File: config.mk
export PLATFORM = sky130hd
export DESIGN_NAME = ds_pack_flat
export DESIGN_NICKNAME = d
export VERILOG_FILES = /design/src/rtl/ds_pkg.sv /design/src/rtl/ds_if.sv /design/src/rtl/ds_pack_acc.sv /design/src/rtl/ds_pack.sv /design/src/flat_wrapper.sv
export SDC_FILE = /design/constraint.sdc
export NUM_CORES = 1
export LEC_CHECK = 0
export BUFFER_PORTS_ARGS = -buffer_cell sky130_fd_sc_hd__buf_2
export CORE_UTILIZATION = 50
export CTS_CLUSTER_DIAMETER = 150
export DETAILED_ROUTE_END_ITERATION = 16
export PLACE_DENSITY = 0.8
export SLEW_MARGIN = 20
export SYNTH_ARGS = -nofsm -noshare
export SYNTH_HDL_FRONTEND = slang
export SYNTH_SLANG_ARGS = --single-unit
File: constraint.sdc
create_clock -name i_clk -period 1.7 [get_ports i_clk]
set_input_delay 0.34 -clock i_clk [delete_from_list [all_inputs] [get_ports i_clk]]
set_output_delay 0.34 -clock i_clk [all_outputs]
set_load 0.02 [all_outputs]
File: src/rtl/ds_pkg.sv
// ============================================================================
//  Module  : ds_pkg (package)
//  Purpose : Shared types and elaboration helpers for the ds_pack narrow-to-
//            wide stream packer.
//  Contents: RATIO legal range, packed-word / keep-mask types for the
//            default configuration (8-bit beats, RATIO = 4), and the
//            RATIO range-check function used at elaboration.
//  Revision: 1.0 - initial release
// ============================================================================
`default_nettype none

package ds_pkg;

   localparam int unsigned RATIO_MIN = 2;
   localparam int unsigned RATIO_MAX = 16;

   // Default configuration: four 8-bit beats per output word.
   localparam int unsigned DEF_RATIO = 4;
   localparam int unsigned DEF_W     = 8;

   typedef logic [DEF_RATIO*DEF_W-1:0] word_t;
   typedef logic [DEF_RATIO-1:0]       keep_t;

   function automatic bit ratio_ok(input int unsigned r);
      return (r >= RATIO_MIN) && (r <= RATIO_MAX);
   endfunction

endpackage

`default_nettype wire

File: src/rtl/ds_if.sv
// ============================================================================
//  Module  : ds_if (interface)
//  Purpose : Valid/ready stream bundle with a typed payload.
//  Signals : vld  - source has a beat/word
//            rdy  - sink accepts it this cycle
//            data - payload of type T
//  Modports: master (drives vld/data), slave (drives rdy)
//  Revision: 1.0 - initial release
// ============================================================================
`default_nettype none

interface ds_if #(
   parameter type T = logic [7:0]
) ();
   logic vld;
   logic rdy;
   T     data;

   modport master (output vld, output data, input rdy);
   modport slave  (input vld, input data, output rdy);
endinterface

`default_nettype wire

File: src/rtl/ds_pack_acc.sv
// ============================================================================
//  Module  : ds_pack_acc
//  Purpose : Slot register bank and beat counter of ds_pack. Stores accepted
//            beats in slot order and presents the completed word (current
//            beat merged in) in the same cycle the final beat is accepted.
//  Ports   : clk_i, rst_ni  - clock, async active-low reset
//            acc_i          - a beat is accepted this cycle
//            data_i         - beat payload
//            last_i         - beat closes the word early (DS_PACK_LAST_EN)
//            cnt_o          - beats held in the bank
//            done_o         - word completes this cycle
//            word_o         - completed word (valid with done_o)
//            keep_o         - slot-valid mask of word_o (DS_PACK_LAST_EN)
//  Config  : DS_PACK_LAST_EN enables last_i / keep_o.
//  Revision: 1.0 - initial release
// ============================================================================
`default_nettype none

module ds_pack_acc
   import ds_pkg::*;
#(
   parameter int unsigned W     = 8,
   parameter int unsigned RATIO = 4,
   parameter int unsigned CW    = $clog2(RATIO + 1)
) (
   input  wire logic                     clk_i,
   input  wire logic                     rst_ni,
   input  wire logic                     acc_i,
   input  wire logic [W-1:0]             data_i,
`ifdef DS_PACK_LAST_EN
   input  wire logic                     last_i,
   output logic      [RATIO-1:0]         keep_o,
`endif
   output logic      [CW-1:0]            cnt_o,
   output logic                          done_o,
   output logic      [RATIO-1:0][W-1:0]  word_o
);

   logic [CW-1:0]           cnt_q, cnt_d;
   logic [RATIO-1:0][W-1:0] slot_q;
   logic                    w_last;

`ifdef DS_PACK_LAST_EN
   assign w_last = last_i;
`else
   assign w_last = 1'b0;
`endif

   assign cnt_o = cnt_q;

   always_comb begin
      done_o = acc_i && ((cnt_q == CW'(RATIO - 1)) || w_last);
      cnt_d  = cnt_q;
      if (acc_i) begin
         cnt_d = done_o ? '0 : cnt_q + CW'(1);
      end
      // Completed word = stored slots, current beat in slot cnt_q, and
      // zeros above it when the word is closed early.
      word_o = slot_q;
      for (int k = 0; k < int'(RATIO); k++) begin
         if (CW'(k) == cnt_q) begin
            word_o[k] = data_i;
         end else if (w_last && (CW'(k) > cnt_q)) begin
            word_o[k] = '0;
         end
      end
   end

`ifdef DS_PACK_LAST_EN
   always_comb begin
      keep_o = '0;
      for (int k = 0; k < int'(RATIO); k++) begin
         keep_o[k] = (CW'(k) <= cnt_q);
      end
   end
`endif

   always_ff @(posedge clk_i or negedge rst_ni) begin
      if (!rst_ni) begin
         cnt_q  <= '0;
         slot_q <= '0;
      end else begin
         cnt_q <= cnt_d;
         if (acc_i) begin
            for (int k = 0; k < int'(RATIO); k++) begin
               if (CW'(k) == cnt_q) begin
                  slot_q[k] <= data_i;
               end
            end
         end
      end
   end

endmodule

`default_nettype wire

File: src/rtl/ds_pack.sv
// ============================================================================
//  Module  : ds_pack
//  Purpose : Packs RATIO narrow input beats (type DTYPE) into one wide output
//            word, slot 0 in the LSBs. Registered output, one-cycle fill to
//            output latency, full throughput when the sink is ready.
//  Ports   : i_clk  - clock (rising edge)
//            i_rst  - asynchronous active-low reset
//            if_wr  - narrow input stream (ds_if slave)
//            if_rd  - packed output stream (ds_if master)
//            o_cnt  - beats currently held in the accumulator
//            i_last - close word early (DS_PACK_LAST_EN only)
//            o_keep - valid-slot mask, qualified by if_rd.vld
//                     (DS_PACK_LAST_EN only)
//  Config  : DS_PACK_LAST_EN adds i_last / o_keep.
//  Revision: 1.0 - initial release
// ============================================================================
`default_nettype none

module ds_pack
   import ds_pkg::*;
#(
   parameter type         DTYPE = logic [7:0],
   parameter int unsigned RATIO = 4
) (
   input  wire logic                        i_clk,
   input  wire logic                        i_rst,
   ds_if.slave                              if_wr,
   ds_if.master                             if_rd,
   output logic [$clog2(RATIO + 1)-1:0]     o_cnt
`ifdef DS_PACK_LAST_EN
   ,
   input  wire logic                        i_last,
   output logic [RATIO-1:0]                 o_keep
`endif
);

   localparam int unsigned W  = $bits(DTYPE);
   localparam int unsigned CW = $clog2(RATIO + 1);
   localparam int unsigned WW = RATIO * W;

   if (!ratio_ok(RATIO)) begin : g_bad_ratio
      $fatal(1, "ds_pack: RATIO %0d outside legal range 2..16", RATIO);
   end

   logic                    w_wr_rdy;
   logic                    w_acc;
   logic                    w_done;
   logic [RATIO-1:0][W-1:0] w_word;
   logic                    vld_q, vld_d;
   logic [WW-1:0]           data_q, data_d;

   // Input may advance whenever the output register is free or draining.
   assign w_wr_rdy  = !vld_q || if_rd.rdy;
   assign w_acc     = if_wr.vld && w_wr_rdy;
   assign if_wr.rdy = w_wr_rdy;
   assign if_rd.vld = vld_q;
   assign if_rd.data = data_q;

`ifdef DS_PACK_LAST_EN
   logic [RATIO-1:0] w_keep;
   logic [RATIO-1:0] keep_q, keep_d;
   assign o_keep = keep_q;
`endif

   ds_pack_acc #(
      .W     (W),
      .RATIO (RATIO),
      .CW    (CW)
   ) u_acc (
      .clk_i  (i_clk),
      .rst_ni (i_rst),
      .acc_i  (w_acc),
      .data_i (if_wr.data),
`ifdef DS_PACK_LAST_EN
      .last_i (i_last),
      .keep_o (w_keep),
`endif
      .cnt_o  (o_cnt),
      .done_o (w_done),
      .word_o (w_word)
   );

   // A completing word takes priority over the drain so a simultaneous
   // handshake and fill replace the word without a bubble.
   always_comb begin
      vld_d  = vld_q;
      data_d = data_q;
`ifdef DS_PACK_LAST_EN
      keep_d = keep_q;
`endif
      if (w_done) begin
         vld_d  = 1'b1;
         data_d = w_word;
`ifdef DS_PACK_LAST_EN
         keep_d = w_keep;
`endif
      end else if (vld_q && if_rd.rdy) begin
         vld_d = 1'b0;
      end
   end

   always_ff @(posedge i_clk or negedge i_rst) begin
      if (!i_rst) begin
         vld_q  <= 1'b0;
         data_q <= '0;
`ifdef DS_PACK_LAST_EN
         keep_q <= '0;
`endif
      end else begin
         vld_q  <= vld_d;
         data_q <= data_d;
`ifdef DS_PACK_LAST_EN
         keep_q <= keep_d;
`endif
      end
   end

endmodule

`default_nettype wire

File: src/flat_wrapper.sv
// flat-port wrapper written by rule: the top's interface ports become plain ports
module ds_pack_flat import ds_pkg::*;
#(
   parameter type         DTYPE = logic [7:0],
   parameter int unsigned RATIO = 4
)
  (i_clk, i_rst, o_cnt, if_wr_vld, if_wr_data, if_wr_rdy, if_rd_vld, if_rd_data, if_rd_rdy);
  ds_if #(.T(logic [(int'(DEF_W))-1:0])) if_wr_i ();
  ds_if #(.T(word_t)) if_rd_i ();
  input  wire logic i_clk;
  input  wire logic i_rst;
  output logic [$clog2(RATIO + 1)-1:0] o_cnt;
  input wire logic [$bits(if_wr_i.vld)-1:0] if_wr_vld;
  input wire logic [$bits(if_wr_i.data)-1:0] if_wr_data;
  output wire logic [$bits(if_wr_i.rdy)-1:0] if_wr_rdy;
  output wire logic [$bits(if_rd_i.vld)-1:0] if_rd_vld;
  output wire logic [$bits(if_rd_i.data)-1:0] if_rd_data;
  input wire logic [$bits(if_rd_i.rdy)-1:0] if_rd_rdy;
  assign if_wr_i.vld = if_wr_vld;
  assign if_wr_i.data = if_wr_data;
  assign if_wr_rdy = if_wr_i.rdy;
  assign if_rd_vld = if_rd_i.vld;
  assign if_rd_data = if_rd_i.data;
  assign if_rd_i.rdy = if_rd_rdy;
  ds_pack #(.DTYPE(DTYPE), .RATIO(RATIO)) u_core (.i_clk(i_clk), .i_rst(i_rst), .if_wr(if_wr_i), .if_rd(if_rd_i), .o_cnt(o_cnt));
endmodule
==> impl_metrics.tcl <==
set metrics [dict create \
    grt_first_pass_wirelength_um 8100 \
    ys_types 17 \
    r2r_cells 6 \
    num_io_pins 49 \
    cts_root_buf "clkbuf_8" \
    core-area_um2 5140 \
    num_vias 1616 \
    drt-initial-drc-count 33 \
    diodes 0 \
    async_reset_ff_share_pct 100.0 \
    reg2reg_to "u_core.if_rd.data[21]" \
    h-tree-depth 3 \
    io_buffers 48 \
    crit_chain "buf_4 > ha_1 > nor2b_4 > buf_6 > mux2_4 > mux2_4" \
    tightest_slew_ns 0.3496 \
    dp.cells 290 \
    finClkSkew_ns 0.004849 \
    leakage_nw 1.590 \
    grt_max_degree 49 \
    synth_top_area_share_pct 55.97 \
    drc 0 \
    layout-drive-gt1-share_pct 70.78 \
    power.density_nw_per_um2 2138 \
    num_rows 26 \
    final_antenna_net_count 0 \
    slew_headroom_pct 76.64 \
    die_x_um 75.25 \
    worst_slack_ns 0.009571 \
    initial_core_util_pct 52.19 \
    dp_hpwl_um 3380 \
    path_common_cell "mux2_4" \
    maxCapViolCount 0 \
    syn-num-nets 188 \
    path_class "register to register" \
    synth.most_common_cell "mux2_2" \
    slew_viol_final 0 \
    yosys-top-cells-area "dfrtp_1 (56%), mux2_2 (34%), buf_6 (2.5%)" \
    gr-total-overflow 0 \
    vdd_ir_drop_max_mv 1.203 \
    period_share_pct 99.44 \
    finalSetupViolations 0 \
    grt_antenna_before_repair 0 \
    end_kind "register" \
    reg2reg_from "u_core.u_acc.cnt_o[1]" \
    nets 254 \
    wirelength_um 5297 \
    yosysSeqAreaShare_pct 55.97 \
    hold_viol_final 0 \
    gp_congestion 0.8017 \
    numClockSinks 60 \
    clk-insertion-delay-late_ns 0.33 \
    startpoint "u_core.u_acc.cnt_o[1]" \
    clkTransAtPathRegs_ns 0.07 \
    synth_edf_count 0 \
    area_growth_pct 26.12 \
    dr.pass1.iters 4 \
    grt.total_usage_pct 20.60 \
    synth_common_cells "mux2_2 (81), dfrtp_1 (60), buf_6 (6), ha_1 (4), nand2b_1 (4)" \
    ys_seq_elements 60 \
    final_core_util_pct 65.82 \
    worst_setup_path_start_kind "register" \
    final_cells 313 \
    slowest_delay_ns 0.42 \
    worst_ep_arrival_time_ns 1.91 \
    post_drt_wl_per_cell_um 16.92 \
    fmax_mhz 591.6 \
    cts_tree "done" \
    synth_top_flop_cell "dfrtp_1" \
    synth_top_cell_by_area "dfrtp_1" \
    yosysWarnings 0 \
    ff2ff_setup_slack_ns 0.01 \
    critPathMaxFanout 4 \
    fin_crit_ns 1.690 \
    clk_path_buf_depth 2 \
    die_area_um2 5662 \
    syn-mean-instance-area_um2 15.60 \
    grt_pass1_vias 1598 \
    cts_made_buffers 9 \
    critPathCapture "u_core.if_rd.data[21]" \
    postSynthCellCount 172 \
    required_ns 1.92 \
    syn_area_um2 2683 \
    dp_slack_ns 0.01409 \
    vias_per_cell 5.163 \
    hold_path.class "primary input to register" \
    rsz0062_at_grt "true" \
    die_h_um 75.25 \
    status "finished, final reports clean" \
    slowest_stage "dfrtp_1" \
]
==> cell type report <==
class	count	area, µm²
tap	70	87.58
multi-input combinational	100	1115
timing repair buffer	64	450.4
fill	408	1757
inverter	3	11.26
clock buffer	11	141.4
sequential	60	1503
clock inverter	5	75.07
==> worst max-delay path, delay by kind of cell, from the launching register on <==
kind                       cells  cell delay, ns
and+or+nand+nor                1            0.13
muxes                          2            0.56
adders and majority gates      1            0.17
DFF                            1            0.42
buffers and inverters          2            0.29
==> stage by stage <==
step / setup TNS, ns / power [mW] / area, µm² / hold WS (ns)
2_1_floorplan: 0 / 4.756 / 2684 / 0.04441
3_3_place_gp: 0 / 5.516 / 3029 / 0.2498
3_5_place_dp: 0 / 5.625 / 3029 / 0.2526
4_1_cts: -0.03306 / 7.083 / 3268 / 0.3203
5_1_grt: -0.3735 / 7.677 / 3383 / 0.3384
6_report: 0 / 7.235 / 3383 / 0.3335
==> how the worst min path moves through the flow <==
stage,from,end,slack (ns),cells past startpoint
after floorplan,i_rst,u_core.if_rd.data[0],0.04,0
after global placement,i_rst,u_core.u_acc.cnt_o[2],0.25,1
after detailed placement,i_rst,u_core.if_rd.vld,0.25,1
after CTS,if_wr_data[0],u_core.u_acc.slot_q[16],0.32,2
after global routing,if_wr_data[0],u_core.u_acc.slot_q[0],0.34,2
final,if_wr_data[0],u_core.u_acc.slot_q[0],0.33,2
==> metal layers <==
metal	up-vias	part of all wire (%)	track usage (%)
li1	742	-	-
met1	823	47	26.41
met2	44	47	32.13
met3	7	4.4	7.095
met4	0	1.2	8.642
met5	-	0	0
==> placed cells by master (no fill, tap or decap), drive strengths merged <==
cell	count
ha	4
a31oi	1
nor2	1
nand2b	4
nand2	2
and2b	1
nand3	2
dlygate4sd3	1
dfrtp	60
clkinv	3
bufinv	2
mux2i	1
nand4	2
nor2b	1
clkbuf	13
buf	61
mux2	81
inv	3
==> kinds of logic (layout without fill, tap and decap cells) <==
kind of cell / count (synthesis) / count (layout) / synth area share, %
AO/OA/AOI/OAI: 1 / 1 / 0.2334
adder cells (fa/ha/maj): 4 / 4 / 1.866
buffers and inverters: 12 / 83 / 3.684
flip-flops: 60 / 60 / 55.97
multiplexers: 82 / 82 / 34.37
AND/OR/NAND/NOR: 13 / 13 / 3.871
==> state kept, by name (all words and copies together) (netlist names) <==
signal	cells
u_core.if_rd.data	32
u_core.u_acc.slot_q	24
u_core.u_acc.cnt_o	3
u_core.if_rd.vld	1
==> what timing repair did <==
item	in CTS	in global routing
endpoints found under the hold margin	12	0
endpoints found under the setup margin	8	39
hold buffers	1	0
gates resized for setup	4	13
gates cloned	1	2
buffers inserted	0	3
==> power breakdown <==
part / internal [mW] / switching, mW / total (mW)
Sequential: 2.15 / 0.369 / 2.52
Combinational: 1.78 / 1.54 / 3.32
Clock: 0.858 / 0.536 / 1.39
Note: power is estimated with default switching activity, not from simulation.
